--- src/rtl/mem_ctrl_pkg.sv ---
// rtl/mem_ctrl_pkg.sv - shared types and constants for the IF/LSB memory arbiter
package mem_ctrl_pkg;

  typedef enum logic [2:0] {
    IDLE   = 3'd0,
    IF_RD  = 3'd1,
    LS_RD  = 3'd2,
    LS_FIN = 3'd3,
    LS_WR  = 3'd4
  } state_e;

  localparam logic [1:0] SIZE_BYTE = 2'd0;
  localparam logic [1:0] SIZE_HALF = 2'd1;
  localparam logic [1:0] SIZE_WORD = 2'd2;
  localparam logic [1:0] SIZE_RSVD = 2'd3;

  localparam logic [31:0] IO_BASE_DEFAULT = 32'h0003_0000;

  // Offset of the final byte of an LSB access; the reserved encoding behaves as a word.
  function automatic logic [1:0] last_offset(input logic [1:0] size);
    case (size)
      SIZE_BYTE: return 2'd0;
      SIZE_HALF: return 2'd1;
      default:   return 2'd3;
    endcase
  endfunction

endpackage

--- src/rtl/mem_ctrl_if.sv ---
// rtl/mem_ctrl_if.sv - RAM bus, IF fetch and LSB request signals of the memory arbiter
interface mem_ctrl_if;

  logic [7:0]  mem_din;
  logic [7:0]  mem_dout;
  logic [31:0] mem_a;
  logic        mem_wr;
  logic        io_buffer_full;

  logic        if_req;
  logic [31:0] if_addr;
  logic        if_grant;

  logic        lsb_req;
  logic        lsb_we;
  logic [1:0]  lsb_size;
  logic [31:0] lsb_addr;
  logic [31:0] lsb_wdata;
  logic        lsb_done;
  logic [31:0] lsb_rdata;

  modport master (
    output mem_din, io_buffer_full,
    output if_req, if_addr,
    output lsb_req, lsb_we, lsb_size, lsb_addr, lsb_wdata,
    input  mem_dout, mem_a, mem_wr,
    input  if_grant,
    input  lsb_done, lsb_rdata
  );

  modport slave (
    input  mem_din, io_buffer_full,
    input  if_req, if_addr,
    input  lsb_req, lsb_we, lsb_size, lsb_addr, lsb_wdata,
    output mem_dout, mem_a, mem_wr,
    output if_grant,
    output lsb_done, lsb_rdata
  );

endinterface

--- src/rtl/mem_ctrl.sv ---
// rtl/mem_ctrl.sv - byte-wide single-port RAM arbiter between instruction fetch and load/store buffer
module mem_ctrl
  import mem_ctrl_pkg::*;
#(
  parameter logic [31:0] IO_BASE = IO_BASE_DEFAULT
) (
  input logic       clk_in,
  input logic       rst_in,
  input logic       rdy_in,
  input logic       control_hazard,
  mem_ctrl_if.slave bus
);

  state_e      state_q, state_d;
  logic [1:0]  k_q, k_d;
  logic [1:0]  cnt_q, cnt_d;
  logic        cap_valid_q, cap_valid_d;
  logic [1:0]  cap_idx_q, cap_idx_d;
  logic [31:0] buf_q, buf_d;
  logic        done_q, done_d;
  logic [31:0] rdata_q, rdata_d;

  logic [31:0] ls_addr;
  logic [1:0]  last_k;
  logic        io_stall;
  logic        lsb_go;
  state_e      lsb_state;
  logic [31:0] merged;

  assign ls_addr   = bus.lsb_addr + {30'd0, k_q};
  assign last_k    = last_offset(bus.lsb_size);
  assign io_stall  = (ls_addr >= IO_BASE) && bus.io_buffer_full;
  assign lsb_go    = bus.lsb_req && !done_q;
  assign lsb_state = bus.lsb_we ? LS_WR : LS_RD;

  // The byte issued last active cycle lands on mem_din now, whether or not rdy_in is high.
  always_comb begin
    merged = buf_q;
    if (cap_valid_q) begin
      merged[{cap_idx_q, 3'b000} +: 8] = bus.mem_din;
    end
  end

  always_ff @(posedge clk_in) begin
    if (rst_in) begin
      state_q     <= IDLE;
      k_q         <= 2'd0;
      cnt_q       <= 2'd0;
      cap_valid_q <= 1'b0;
      cap_idx_q   <= 2'd0;
      buf_q       <= 32'd0;
      done_q      <= 1'b0;
      rdata_q     <= 32'd0;
    end else begin
      state_q     <= state_d;
      k_q         <= k_d;
      cnt_q       <= cnt_d;
      cap_valid_q <= cap_valid_d;
      cap_idx_q   <= cap_idx_d;
      buf_q       <= buf_d;
      done_q      <= done_d;
      rdata_q     <= rdata_d;
    end
  end

  always_comb begin
    state_d     = state_q;
    k_d         = k_q;
    cnt_d       = cnt_q;
    cap_valid_d = 1'b0;
    cap_idx_d   = cap_idx_q;
    buf_d       = merged;
    done_d      = 1'b0;
    rdata_d     = rdata_q;
    if (rdy_in) begin
      unique case (state_q)
        IDLE: begin
          if (lsb_go) begin
            state_d = lsb_state;
            k_d     = 2'd0;
            buf_d   = 32'd0;
          end else if (bus.if_req) begin
            state_d = IF_RD;
          end
        end
        IF_RD: begin
          if (control_hazard || !bus.if_req) begin
            state_d = IDLE;
            cnt_d   = 2'd0;
          end else begin
            cnt_d = cnt_q + 2'd1;
            // Word boundary: hand the bus to the LSB without an idle cycle.
            if (cnt_q == 2'd3 && lsb_go) begin
              state_d = lsb_state;
              k_d     = 2'd0;
              buf_d   = 32'd0;
            end
          end
        end
        LS_RD: begin
          if (control_hazard) begin
            state_d = IDLE;
            k_d     = 2'd0;
            cnt_d   = 2'd0;
          end else begin
            cap_valid_d = 1'b1;
            cap_idx_d   = k_q;
            if (k_q == last_k) begin
              state_d = LS_FIN;
              k_d     = 2'd0;
            end else begin
              k_d = k_q + 2'd1;
            end
          end
        end
        LS_FIN: begin
          state_d = IDLE;
          cnt_d   = 2'd0;
          if (!control_hazard) begin
            done_d  = 1'b1;
            rdata_d = merged;
          end
        end
        LS_WR: begin
          if (!io_stall) begin
            if (k_q == last_k) begin
              state_d = IDLE;
              k_d     = 2'd0;
              done_d  = 1'b1;
            end else begin
              k_d = k_q + 2'd1;
            end
          end
        end
        default: begin
          state_d = IDLE;
        end
      endcase
    end
  end

  always_comb begin
    bus.mem_a    = 32'd0;
    bus.mem_dout = 8'd0;
    bus.mem_wr   = 1'b0;
    bus.if_grant = 1'b0;
    if (!rst_in) begin
      unique case (state_q)
        IF_RD: begin
          if (bus.if_req) begin
            bus.mem_a    = bus.if_addr;
            bus.if_grant = rdy_in && !control_hazard;
          end
        end
        LS_RD: begin
          bus.mem_a = ls_addr;
        end
        LS_WR: begin
          bus.mem_a    = ls_addr;
          bus.mem_dout = bus.lsb_wdata[{k_q, 3'b000} +: 8];
          bus.mem_wr   = rdy_in && !io_stall;
        end
        default: begin
        end
      endcase
    end
  end

  assign bus.lsb_done  = done_q;
  assign bus.lsb_rdata = rdata_q;

endmodule

--- src/flat_wrapper.sv ---
// flat-port wrapper written by rule: the top's interface ports become plain ports
module mem_ctrl_flat import mem_ctrl_pkg::*;
#(
  parameter logic [31:0] IO_BASE = IO_BASE_DEFAULT
)
  (clk_in, rst_in, rdy_in, control_hazard, bus_mem_din, bus_io_buffer_full, bus_if_req, bus_if_addr, bus_lsb_req, bus_lsb_we, bus_lsb_size, bus_lsb_addr, bus_lsb_wdata, bus_mem_dout, bus_mem_a, bus_mem_wr, bus_if_grant, bus_lsb_done, bus_lsb_rdata);
  mem_ctrl_if bus_i ();
  input logic clk_in;
  input logic rst_in;
  input logic rdy_in;
  input logic control_hazard;
  input wire logic [$bits(bus_i.mem_din)-1:0] bus_mem_din;
  input wire logic [$bits(bus_i.io_buffer_full)-1:0] bus_io_buffer_full;
  input wire logic [$bits(bus_i.if_req)-1:0] bus_if_req;
  input wire logic [$bits(bus_i.if_addr)-1:0] bus_if_addr;
  input wire logic [$bits(bus_i.lsb_req)-1:0] bus_lsb_req;
  input wire logic [$bits(bus_i.lsb_we)-1:0] bus_lsb_we;
  input wire logic [$bits(bus_i.lsb_size)-1:0] bus_lsb_size;
  input wire logic [$bits(bus_i.lsb_addr)-1:0] bus_lsb_addr;
  input wire logic [$bits(bus_i.lsb_wdata)-1:0] bus_lsb_wdata;
  output wire logic [$bits(bus_i.mem_dout)-1:0] bus_mem_dout;
  output wire logic [$bits(bus_i.mem_a)-1:0] bus_mem_a;
  output wire logic [$bits(bus_i.mem_wr)-1:0] bus_mem_wr;
  output wire logic [$bits(bus_i.if_grant)-1:0] bus_if_grant;
  output wire logic [$bits(bus_i.lsb_done)-1:0] bus_lsb_done;
  output wire logic [$bits(bus_i.lsb_rdata)-1:0] bus_lsb_rdata;
  assign bus_i.mem_din = bus_mem_din;
  assign bus_i.io_buffer_full = bus_io_buffer_full;
  assign bus_i.if_req = bus_if_req;
  assign bus_i.if_addr = bus_if_addr;
  assign bus_i.lsb_req = bus_lsb_req;
  assign bus_i.lsb_we = bus_lsb_we;
  assign bus_i.lsb_size = bus_lsb_size;
  assign bus_i.lsb_addr = bus_lsb_addr;
  assign bus_i.lsb_wdata = bus_lsb_wdata;
  assign bus_mem_dout = bus_i.mem_dout;
  assign bus_mem_a = bus_i.mem_a;
  assign bus_mem_wr = bus_i.mem_wr;
  assign bus_if_grant = bus_i.if_grant;
  assign bus_lsb_done = bus_i.lsb_done;
  assign bus_lsb_rdata = bus_i.lsb_rdata;
  mem_ctrl #(.IO_BASE(IO_BASE)) u_core (.clk_in(clk_in), .rst_in(rst_in), .rdy_in(rdy_in), .control_hazard(control_hazard), .bus(bus_i));
endmodule
--- config.mk ---
export PLATFORM = sky130hd
export DESIGN_NAME = mem_ctrl_flat
export DESIGN_NICKNAME = d
export VERILOG_FILES = /design/src/rtl/mem_ctrl_pkg.sv /design/src/rtl/mem_ctrl_if.sv /design/src/rtl/mem_ctrl.sv /design/src/flat_wrapper.sv
export SDC_FILE = /design/constraint.sdc
export NUM_CORES = 1
export LEC_CHECK = 0
export ABC_AREA = 1
export BUFFER_PORTS_ARGS = -buffer_cell sky130_fd_sc_hd__buf_4
export CAP_MARGIN = 25
export CORE_ASPECT_RATIO = 1.75
export CORE_MARGIN = 4
export CORE_UTILIZATION = 49
export DETAILED_ROUTE_END_ITERATION = 8
export HOLD_SLACK_MARGIN = 0.03
export PLACE_DENSITY = 0.79
export SETUP_SLACK_MARGIN = 0.05
export SLEW_MARGIN = 30
export SYNTH_ARGS = -nofsm -noshare
export SYNTH_HDL_FRONTEND = slang
export SYNTH_SLANG_ARGS = --single-unit
--- constraint.sdc ---
create_clock -name clk_in -period 2.6 [get_ports clk_in]
set_input_delay 0.26 -clock clk_in [delete_from_list [all_inputs] [get_ports clk_in]]
set_output_delay 0.26 -clock clk_in [all_outputs]
set_load 0.01 [all_outputs]
After elaboration in Yosys (flattened, before gate mapping)
Cells that the tools add are included.
{"block": "totals", "ramBits": 0, "input_bits": 114, "wordCells": 99, "latch_bits": 0, "reg_bits": 75, "n_memories": 0, "rom_bits": 0}
{"block": "op_classes", "n_bitwise": 3, "n_mux": 42, "multipliers": 0, "shifts": 3, "eq_ne": 16, "div_mod_pow": 0, "n_reduce_logical": 22, "addsub": 4, "magnitude_cmp": 1}
{"operator": "two-way mux 32 bit", "n": 7}
{"operator": "one-hot mux 32 bit (2 select lines)", "n": 2}
{"operator": "adder 32 x 2 -> 32 bit", "n": 1}
{"operator": "bitwise mux 32 bit", "n": 1}
{"operator": "greater-or-equal comparator 32 x 18 -> 1 bit (second input constant)", "n": 1}
{"operator": "variable shift 8 x 7 -> 32 bit (first input constant)", "n": 1}
{"operator": "variable part select 32 x 6 -> 8 bit", "n": 1}
{"operator": "variable part select 8 x 7 -> 32 bit", "n": 1}
{"operator": "two-way mux 3 bit", "n": 9}
{"operator": "two-way mux 2 bit", "n": 8}
{"operator": "two-way mux 8 bit", "n": 2}
{"operator": "one-hot mux 3 bit (4 select lines)", "n": 1}
{"operator": "AND reduction 6 bit", "n": 2}
{"operator": "AND reduction 3 bit", "n": 3}
{"operator": "two-way mux 1 bit", "n": 8}
{"operator": "one-hot mux 2 bit (4 select lines)", "n": 1}
{"operator": "negation 5 -> 7 bit", "n": 1}
{"operator": "== test 3 x 2 -> 1 bit (second input constant)", "n": 2}
{"operator": "!= test 2 x 1 -> 1 bit (second input constant)", "n": 3}
{"operator": "!= test 2 bit (second input constant)", "n": 3}
{"operator": "!= test 3 x 2 -> 1 bit (second input constant)", "n": 2}
{"operator": "one-hot mux 2 bit (3 select lines)", "n": 1}
{"operator": "logical AND 1 bit", "n": 5}
{"operator": "adder 2 x 1 -> 2 bit (second input constant)", "n": 2}
{"operator": "other kinds (17)", "n": 23}

Logic depth before layout (Yosys ltp)
Gate-level depths: netlist of the first run.
{"block": "depth", "depth_word": 8, "mapped_depth": 17, "mapped_depth_nobuf": 17}

Worst setup path after synthesis of the first run
OpenSTA, ideal clock, no wires.
{"block": "synth_timing", "path_kind": "register to output", "startpoint": "register u_core.k_q[0]", "endpoint": "output port bus_mem_wr", "t_required_ns": 2.340, "arrival_ns": 2.058, "n_path_buf": 0, "path_slack_ns": 0.282, "stages_incl_launch_ff": 15, "path_cell_list": "dfxtp_1 ha_1 fa_1 inv_1 nor2_8 nand2_2 inv_1 nand3b_1 nand2_1 nor2_1 nand2_1 nor2_2 nand2_2 nand2_1 nor3b_2"}
{"block": "synth_via", "elab_chain_cells": 7}
{"element": "start: declaration", "line_no": "mem_ctrl.sv:15", "rtl": "logic [1:0] k_q, k_d;"}
{"element": "start signal: assignment", "line_no": "mem_ctrl.sv:56", "rtl": "k_q <= k_d;"}
{"element": "adder 32 x 2 -> 32 bit", "line_no": "mem_ctrl.sv:30", "rtl": "assign ls_addr = bus.lsb_addr + {30'd0, k_q};"}
{"element": "greater-or-equal comparator 32 x 18 -> 1 bit", "line_no": "mem_ctrl.sv:32", "rtl": "assign io_stall = (ls_addr >= IO_BASE) && bus.io_buffer_full;"}
{"element": "logical AND 1 bit", "line_no": "mem_ctrl.sv:32"}
{"element": "zero test 1 bit"}
{"element": "logical AND 1 bit", "line_no": "mem_ctrl.sv:161", "rtl": "bus.mem_wr = rdy_in && !io_stall;"}
{"element": "two-way mux 1 bit", "line_no": "mem_ctrl.sv:148", "rtl": "unique case (state_q)"}
{"element": "two-way mux 1 bit", "line_no": "mem_ctrl.sv:147", "rtl": "if (!rst_in) begin"}
{"element": "end: declaration", "line_no": "flat_wrapper.sv:23", "rtl": "output wire logic [$bits(bus_i.mem_wr)-1:0] bus_mem_wr;"}
Every way passes these cells.

Final worst setup path of the first run
{"block": "layout_timing", "startpoint": "register u_core.k_q[1]", "endpoint": "output port bus_mem_wr"}
Same word-level chain as after synthesis.

==> results of run 1 <==
## critical path: stages, from the launching register on
cell     delay [ps]
dfxtp_2         350
ha_4            280
nand2_1          60
nand2_1          70
nand3_1         140
nor2_4          220
nand3_1         100
nand2_1          70
nand2_1          60
nor2_1          100
nand2_1         100
nor2_2          120
nand2_2          80
nand2_2          70
nor3b_4         220
buf_6           140
## cell type report
type                    instances  share of cell area, %
clock inverters                 7                   1.09
inverters                      78                   4.30
flip-flops and latches         75                   21.9
repair buffers                220                   24.2
multi-input cells             579                   43.0
well taps                     122                   2.22
clock buffers                   9                   3.28
## power by group through the flow
stage / Sequential, mW / Clock [mW] / Combinational, mW
global route: 1.22 / 1.31 / 1.14
detailed placement: 1.23 / 0 / 0.995
global placement: 1.23 / 0 / 0.976
finish: 1.21 / 1.25 / 1.04
CTS: 1.21 / 1.25 / 1.02
floorplan: 1.23 / 0 / 0.535
## path summary, 6_finish.rpt
path / endpoint / slack [ps] / depth (start not counted)
hold / removal: u_core.cnt_q[1]$_SDFFE_PP0P_ / 200 / 2
setup reg to reg: u_core.k_q[0]$_SDFFE_PP0P_ / 260 / 17
setup / recovery: bus_mem_wr / -190 / 15
hold reg to reg: u_core.cnt_q[1]$_SDFFE_PP0P_ / 480 / 2
## cell families after synthesis
group | synth area share, %
compound gates | 20.9
xor+xnor | 1.11
fa+ha+maj | 2.53
buf+inv | 8.47
flops | 31.6
simple gates | 35.4
## layer usage
layer | up-vias | share of wire (%) | GRT usage (%)
li1 | 2914 | - | -
met1 | 2722 | 33 | 31.4
met2 | 268 | 54 | 57.0
met3 | 76 | 6.9 | 4.82
met4 | 0 | 5.7 | 18.0
met5 | - | 0 | 0
## cells in the final DEF (no fill, tap or decap), types with 2 or more instances in the layout
cell,count
nand3_1,36
nand4_1,6
o21ai_0,57
clkinv_4,2
nand3b_1,10
nand2_4,2
nand3_2,3
nand2_1,152
a21oi_1,64
nor4_1,2
buf_6,2
a22oi_1,8
nor2_1,157
clkbuf_16,9
a32o_1,18
nor2_4,5
nor3_1,4
nor2_2,8
nand2_2,6
inv_2,3
xor2_1,2
o21ai_1,3
o211ai_1,12
dfxtp_1,73
buf_4,218
ha_1,6
inv_6,2
dfxtp_2,2
inv_1,73
ha_4,2
clkinv_2,2
xnor2_1,4
## timing repair
action	CTS	global route
pin swaps	13	13
resized for setup	17	10
hold buffers	0	0
setup endpoints to repair	4	9
setup buffers	1	0
gates cloned	0	0
## flip-flops by register name, indices dropped and copies added, names as in the netlist
signal,count
u_core.bus.lsb_rdata,32
u_core.buf_q,32
u_core.k_q,2
u_core.cap_valid_q,1
u_core.cap_idx_q,2
u_core.bus.lsb_done,1
u_core.cnt_q,2
u_core.state_q,3
## cell usage after synthesis, drive strengths merged
| cell type | instances | area share, % |
|---|---|---|
| a22oi | 8 | 1.3 |
| nand2 | 160 | 13 |
| inv | 77 | 6.1 |
| and2 | 1 | 0.13 |
| o2bb2ai | 1 | 0.18 |
| clkbuf | 24 | 1.9 |
| xnor2 | 4 | 0.74 |
| ha | 8 | 2.1 |
| a21oi | 65 | 6.9 |
| buf | 4 | 0.42 |
| nor3b | 1 | 0.26 |
| clkinv | 1 | 0.079 |
| a211oi | 1 | 0.16 |
| nor2 | 171 | 14 |
| nor4 | 2 | 0.26 |
| dfxtp | 75 | 32 |
| nand4 | 6 | 0.79 |
| nand3 | 40 | 4.5 |
| nand3b | 10 | 1.6 |
| o21ai | 61 | 6.4 |
| fa | 1 | 0.42 |
| o211ai | 12 | 1.9 |
| a32o | 18 | 3.8 |
| nor3 | 4 | 0.42 |
| or2 | 1 | 0.13 |
| xor2 | 2 | 0.37 |
| a31oi | 1 | 0.13 |
| o221ai | 1 | 0.18 |
## metrics by stage
step,utilization [%],TNS [ps],setup slack (ps),area [µm²]
2_1_floorplan,-,0,282,4750
3_3_place_gp,68.2,0,15.3,6450
3_5_place_dp,68.2,-15.3,-15.3,6450
4_1_cts,72.0,-137,-137,6820
5_1_grt,72.5,-297,-297,6860
6_report,72.5,-187,-187,6860
==> flow_metrics.py, run 1 <==
metrics = {
    "detailed_routing": {
        "ant_nets": 0,
        "drt_iter0_drc": 318,
        "drtPass1Iterations": 6,
        "drt-total-wl_mm": 17.8,
        "wl_per_cell_um": 16.3,
        "via_per_inst": 5.49,
        "post-route-drc-count": 0,
        "vias": 5980,
    },
    "setup_path": {
        "startpoint": "u_core.k_q[1]$_SDFFE_PP0P_",
        "cp_max_fo": 6,
        "cp-start-kind": "register",
        "cp.required_ps": 2340,
        "path_class": "register to primary output",
        "timing.rr.start": "u_core.k_q[1]$_SDFFE_PP0P_",
        "arrival_ps": 2530,
        "cp-end-kind": "primary output",
    },
    "global_routing": {
        "grt_pass1_wl_mm": 27.8,
        "grt_max_degree": 65,
        "antenna_found_initial": 0,
        "grt_overflow": 0,
        "grt_usage_pct": 31.1,
        "grt_pass1_vias": 5915,
    },
    "layout": {
        "stdcell_count": 1090,
        "drive_above_1_share_pct": 28.4,
        "nNetsFinal": 1086,
        "multi_input_area_um2": 2950,
        "antennaDiodeCount": 0,
        "seqCellArea_um2": 1500,
        "area.growth.synth_to_final_pct": 44.3,
        "fillers": 804,
    },
    "timing": {
        "maxClockFrequency_ghz": 0.359,
        "worstMarginPinSlew_ps": 630,
        "drv_slew": 0,
        "final_hold_viol_count": 0,
        "finClkSkew_ps": 6.92,
        "min_period_over_period_pct": 107,
        "slew_headroom_pct": 57.6,
        "setup_viol": 1,
        "period_needed_ps": 2790,
        "finalHoldWorstSlack_ps": 195,
        "finalWorstSetupSlack_ps": -187,
        "rsz0062_at_grt": "true",
    },
    "power_and_ir_drop": {
        "sw_frac_of_total_pct": 31.9,
        "p_sw_mw": 1.12,
        "leakage_nw": 3.27,
        "seqPwrFrac_pct": 34.6,
        "p_int_mw": 2.38,
        "p_per_area_nw_per_um2": 511,
        "power_mw": 3.50,
        "pwr-share-clk_pct": 35.6,
        "combPwrFrac_pct": 29.7,
        "irDropWorstVdd_uv": 677,
    },
    "logic_synthesis": {
        "synth_nets": 883,
        "synthCells": 760,
        "synth_area_um2": 4750,
        "synth-seq-area-share_pct": 31.6,
        "synth_warnings": 0,
        "ys_ff_latch": 75,
        "syn_avg_cell_area_um2": 6.26,
        "yosys.cell_types.count": 37,
    },
    "place": {
        "dpl.hpwl_mm": 14.1,
        "io_buffers": 188,
        "place.gp.congestion": 0.987,
        "placed_cells": 1073,
    },
    "min_path": {
        "hp-class": "primary input to register",
        "worstHoldStart": "rst_in",
    },
    "flow_run": {
        "maxCapViolCount": 0,
    },
    "cts": {
        "cts_max_path_buffers": 2,
        "cts_sinks": 75,
        "cts_tree": "built",
        "insertion_delay_ps": 340,
        "numCtsBuffers": 9,
        "cts_root_buffer": "clkbuf_16",
        "htree_num_levels": 3,
        "clk_pin_slew_ps": 60,
    },
    "die": {
        "fp-row-count": 47,
        "fp.coreArea_um2": 9470,
        "die_w_um": 82.5,
        "start_util_pct": 50.2,
        "ioPinCount": 189,
        "dieArea_um2": 11400,
        "die_h_um": 138,
    },
    "run_status": {
        "run_status": "finished, violations left",
        "violations": "setup timing",
    },
}
(Power assumes the default switching activity.)
==> run 2, diff against run 1 <==
--- a/config.mk
+++ b/config.mk
@@ -8,8 +8,8 @@
 export ABC_AREA = 1
 export BUFFER_PORTS_ARGS = -buffer_cell sky130_fd_sc_hd__buf_4
 export CAP_MARGIN = 25
-export CORE_ASPECT_RATIO = 1.75
-export CORE_MARGIN = 4
+export CORE_ASPECT_RATIO = 0.6
+export CORE_MARGIN = 2
 export CORE_UTILIZATION = 49
 export DETAILED_ROUTE_END_ITERATION = 8
 export HOLD_SLACK_MARGIN = 0.03
==> constraint.sdc (replaced) <==
create_clock -name clk_in -period 2.6 [get_ports clk_in]
set_input_delay 0.26 -clock clk_in [delete_from_list [all_inputs] [get_ports clk_in]]
set_output_delay 0.26 -clock clk_in [all_outputs]
set_load 0.005 [all_outputs]
==> run 2 against run 1 <==
Against the previous run:
- flip-flop and latch count is the same
- sequential share of layout area shrank 0.17 points
- final area grew 0.78%
- worst setup slack gained 18 ps
- count of clock-buffer cells in the layout is the same
- highest routed layer unchanged
- register-to-register slack lost 250 ps
- critical path type unchanged
- largest power group is now sequential cells
- global-route usage grew 1.1 points
- critical path depth is the same
- final cell count grew 1.2%
- the run still ends with setup timing left
==> flow_metrics.py, run 2 (same netlist as run 1, synthesis figures left out) <==
metrics = {
    "cts": {
        "cts-hold-fix-buffers": 0,
        "htree_num_levels": 3,
        "insertion_delay_ps": 340,
        "numCtsBuffers": 9,
        "cts_sinks": 75,
        "cts_max_path_buffers": 2,
        "clk_pin_slew_ps": 60,
        "cts_tree": "built",
        "cts_root_buffer": "clkbuf_16",
    },
    "power_and_ir_drop": {
        "leakage_nw": 3.29,
        "irDropWorstVdd_uv": 537,
        "p_per_area_nw_per_um2": 499,
    },
    "global_routing": {
        "grt_overflow": 0,
        "antenna_found_initial": 0,
        "grt_usage_pct": 32.3,
        "grt_pass1_wl_mm": 26.8,
        "grt_pass1_vias": 5337,
        "grt_max_degree": 65,
    },
    "timing": {
        "maxClockFrequency_ghz": 0.361,
        "drv_slew": 0,
        "final_hold_viol_count": 0,
        "worstMarginPinSlew_ps": 637,
        "finalWorstSetupSlack_ps": -169,
        "min_period_over_period_pct": 106,
        "period_needed_ps": 2770,
        "rsz0062_at_grt": "true",
        "setup_viol": 2,
        "finClkSkew_ps": 5.67,
        "finalHoldWorstSlack_ps": 186,
        "slew_headroom_pct": 57.5,
    },
    "place": {
        "place.gp.congestion": 1.07,
        "io_buffers": 188,
        "dp_slack_ps": -28.6,
        "dpl.hpwl_mm": 13.4,
    },
    "run_status": {
        "violations": "setup timing",
        "run_status": "finished, violations left",
    },
    "detailed_routing": {
        "ant_nets": 0,
        "via_per_inst": 5.47,
        "wl_per_cell_um": 16.0,
        "vias": 6031,
        "post-route-drc-count": 0,
        "drt-total-wl_mm": 17.7,
        "drtPass1Iterations": 6,
        "drt_iter0_drc": 664,
    },
    "setup_path": {
        "cp_common_cell": "nand2_2",
        "cp-start-kind": "register",
        "cp_slowest_cell": "dfxtp_2",
        "path_class": "register to primary output",
        "path_cells": "ha_1, nand3_1, nand2_4, inv_1, nor2_2, nand3_1, nand2_2, inv_1, nor2_1, nand2_1, nor2_2, nand2_2, nand2_2, nor3b_2, buf_4",
        "cp-end-kind": "primary output",
        "cp_slowest_stage_delay_ps": 350,
        "reg2reg_setup_slack_ps": 10,
        "arrival_ps": 2510,
        "cp_max_fo": 7,
        "cp.required_ps": 2340,
    },
    "layout": {
        "drive_above_1_share_pct": 29.3,
        "layout_common_cells": "buf_4, nor2_1, nand2_1, inv_1, dfxtp_1",
        "antennaDiodeCount": 0,
        "nNetsFinal": 1091,
        "area.growth.synth_to_final_pct": 45.4,
        "fillers": 748,
        "layout_commonest_cell": "buf_4",
    },
    "die": {
        "fp-row-count": 27,
        "fp.coreArea_um2": 9290,
        "dieArea_um2": 10500,
        "die_w_um": 131,
        "start_util_pct": 51.2,
        "ioPinCount": 189,
        "die_h_um": 80.3,
    },
    "min_path": {
        "hp-class": "primary input to register",
    },
    "flow_run": {
        "maxCapViolCount": 0,
    },
}
[run 2: critical path: cells and delay by family, from the launching register on]
kind / cells / cell delay (ps)
buf+inv: 3 / 260
simple gates: 11 / 1270
fa+ha+maj: 1 / 290
flops: 1 / 350
[run 2: report_power, final]
part           total (mW)  internal (mW)  switching (mW)
clock network        1.18          0.660           0.523
logic                1.05          0.454           0.595
registers            1.22           1.18          0.0351
[run 2: routing by layer]
layer / vias to the layer above / share of wire, % / global-route usage [%]
li1: 2921 / - / -
met1: 2722 / 45 / 45.5
met2: 359 / 41 / 48.9
met3: 29 / 12 / 9.09
met4: 0 / 1.4 / 7.28
met5: - / 0 / 0
[run 2: cell type report]
| type | instances | area, µm² | area share, % |
|---|---|---|---|
| Clock buffer | 9 | 225 | 3.26 |
| Clock inverter | 7 | 61.3 | 0.887 |
| Multi-Input combinational cell | 580 | 2970 | 43.0 |
| Tap cell | 130 | 163 | 2.35 |
| Timing Repair Buffer | 224 | 1690 | 24.5 |
| Inverter | 78 | 298 | 4.31 |
| Sequential cell | 75 | 1500 | 21.7 |
[run 2: final timing paths]
kind,startpoint,cells after the start,to
worst max-delay path,u_core.k_q[1]$_SDFFE_PP0P_,15,bus_mem_wr
worst max register to register,u_core.k_q[1]$_SDFFE_PP0P_,19,u_core.k_q[1]$_SDFFE_PP0P_
worst min register to register,u_core.cnt_q[1]$_SDFFE_PP0P_,2,u_core.cnt_q[1]$_SDFFE_PP0P_
worst min-delay path,rst_in,2,u_core.cnt_q[1]$_SDFFE_PP0P_
[run 2: stage by stage]
step                power, mW  TNS [ps]  instances  utilization [%]  area [µm²]
global placement         2.16         0       1077             69.2        6430
CTS                      3.38      -144       1098             73.1        6790
global route             3.60     -1290       1103             74.4        6920
detailed placement       2.18     -28.6       1077             69.2        6430
floorplan                1.74         0        760                -        4750
finish                   3.45      -251       1103             74.4        6920
[run 2: what timing repair did]
action | CTS | global route
setup endpoints to repair | 7 | 34
hold endpoints to repair | 0 | 0
setup buffers | 5 | 4
resized for setup | 10 | 25
cloned | 0 | 2
pin swaps | 8 | 12
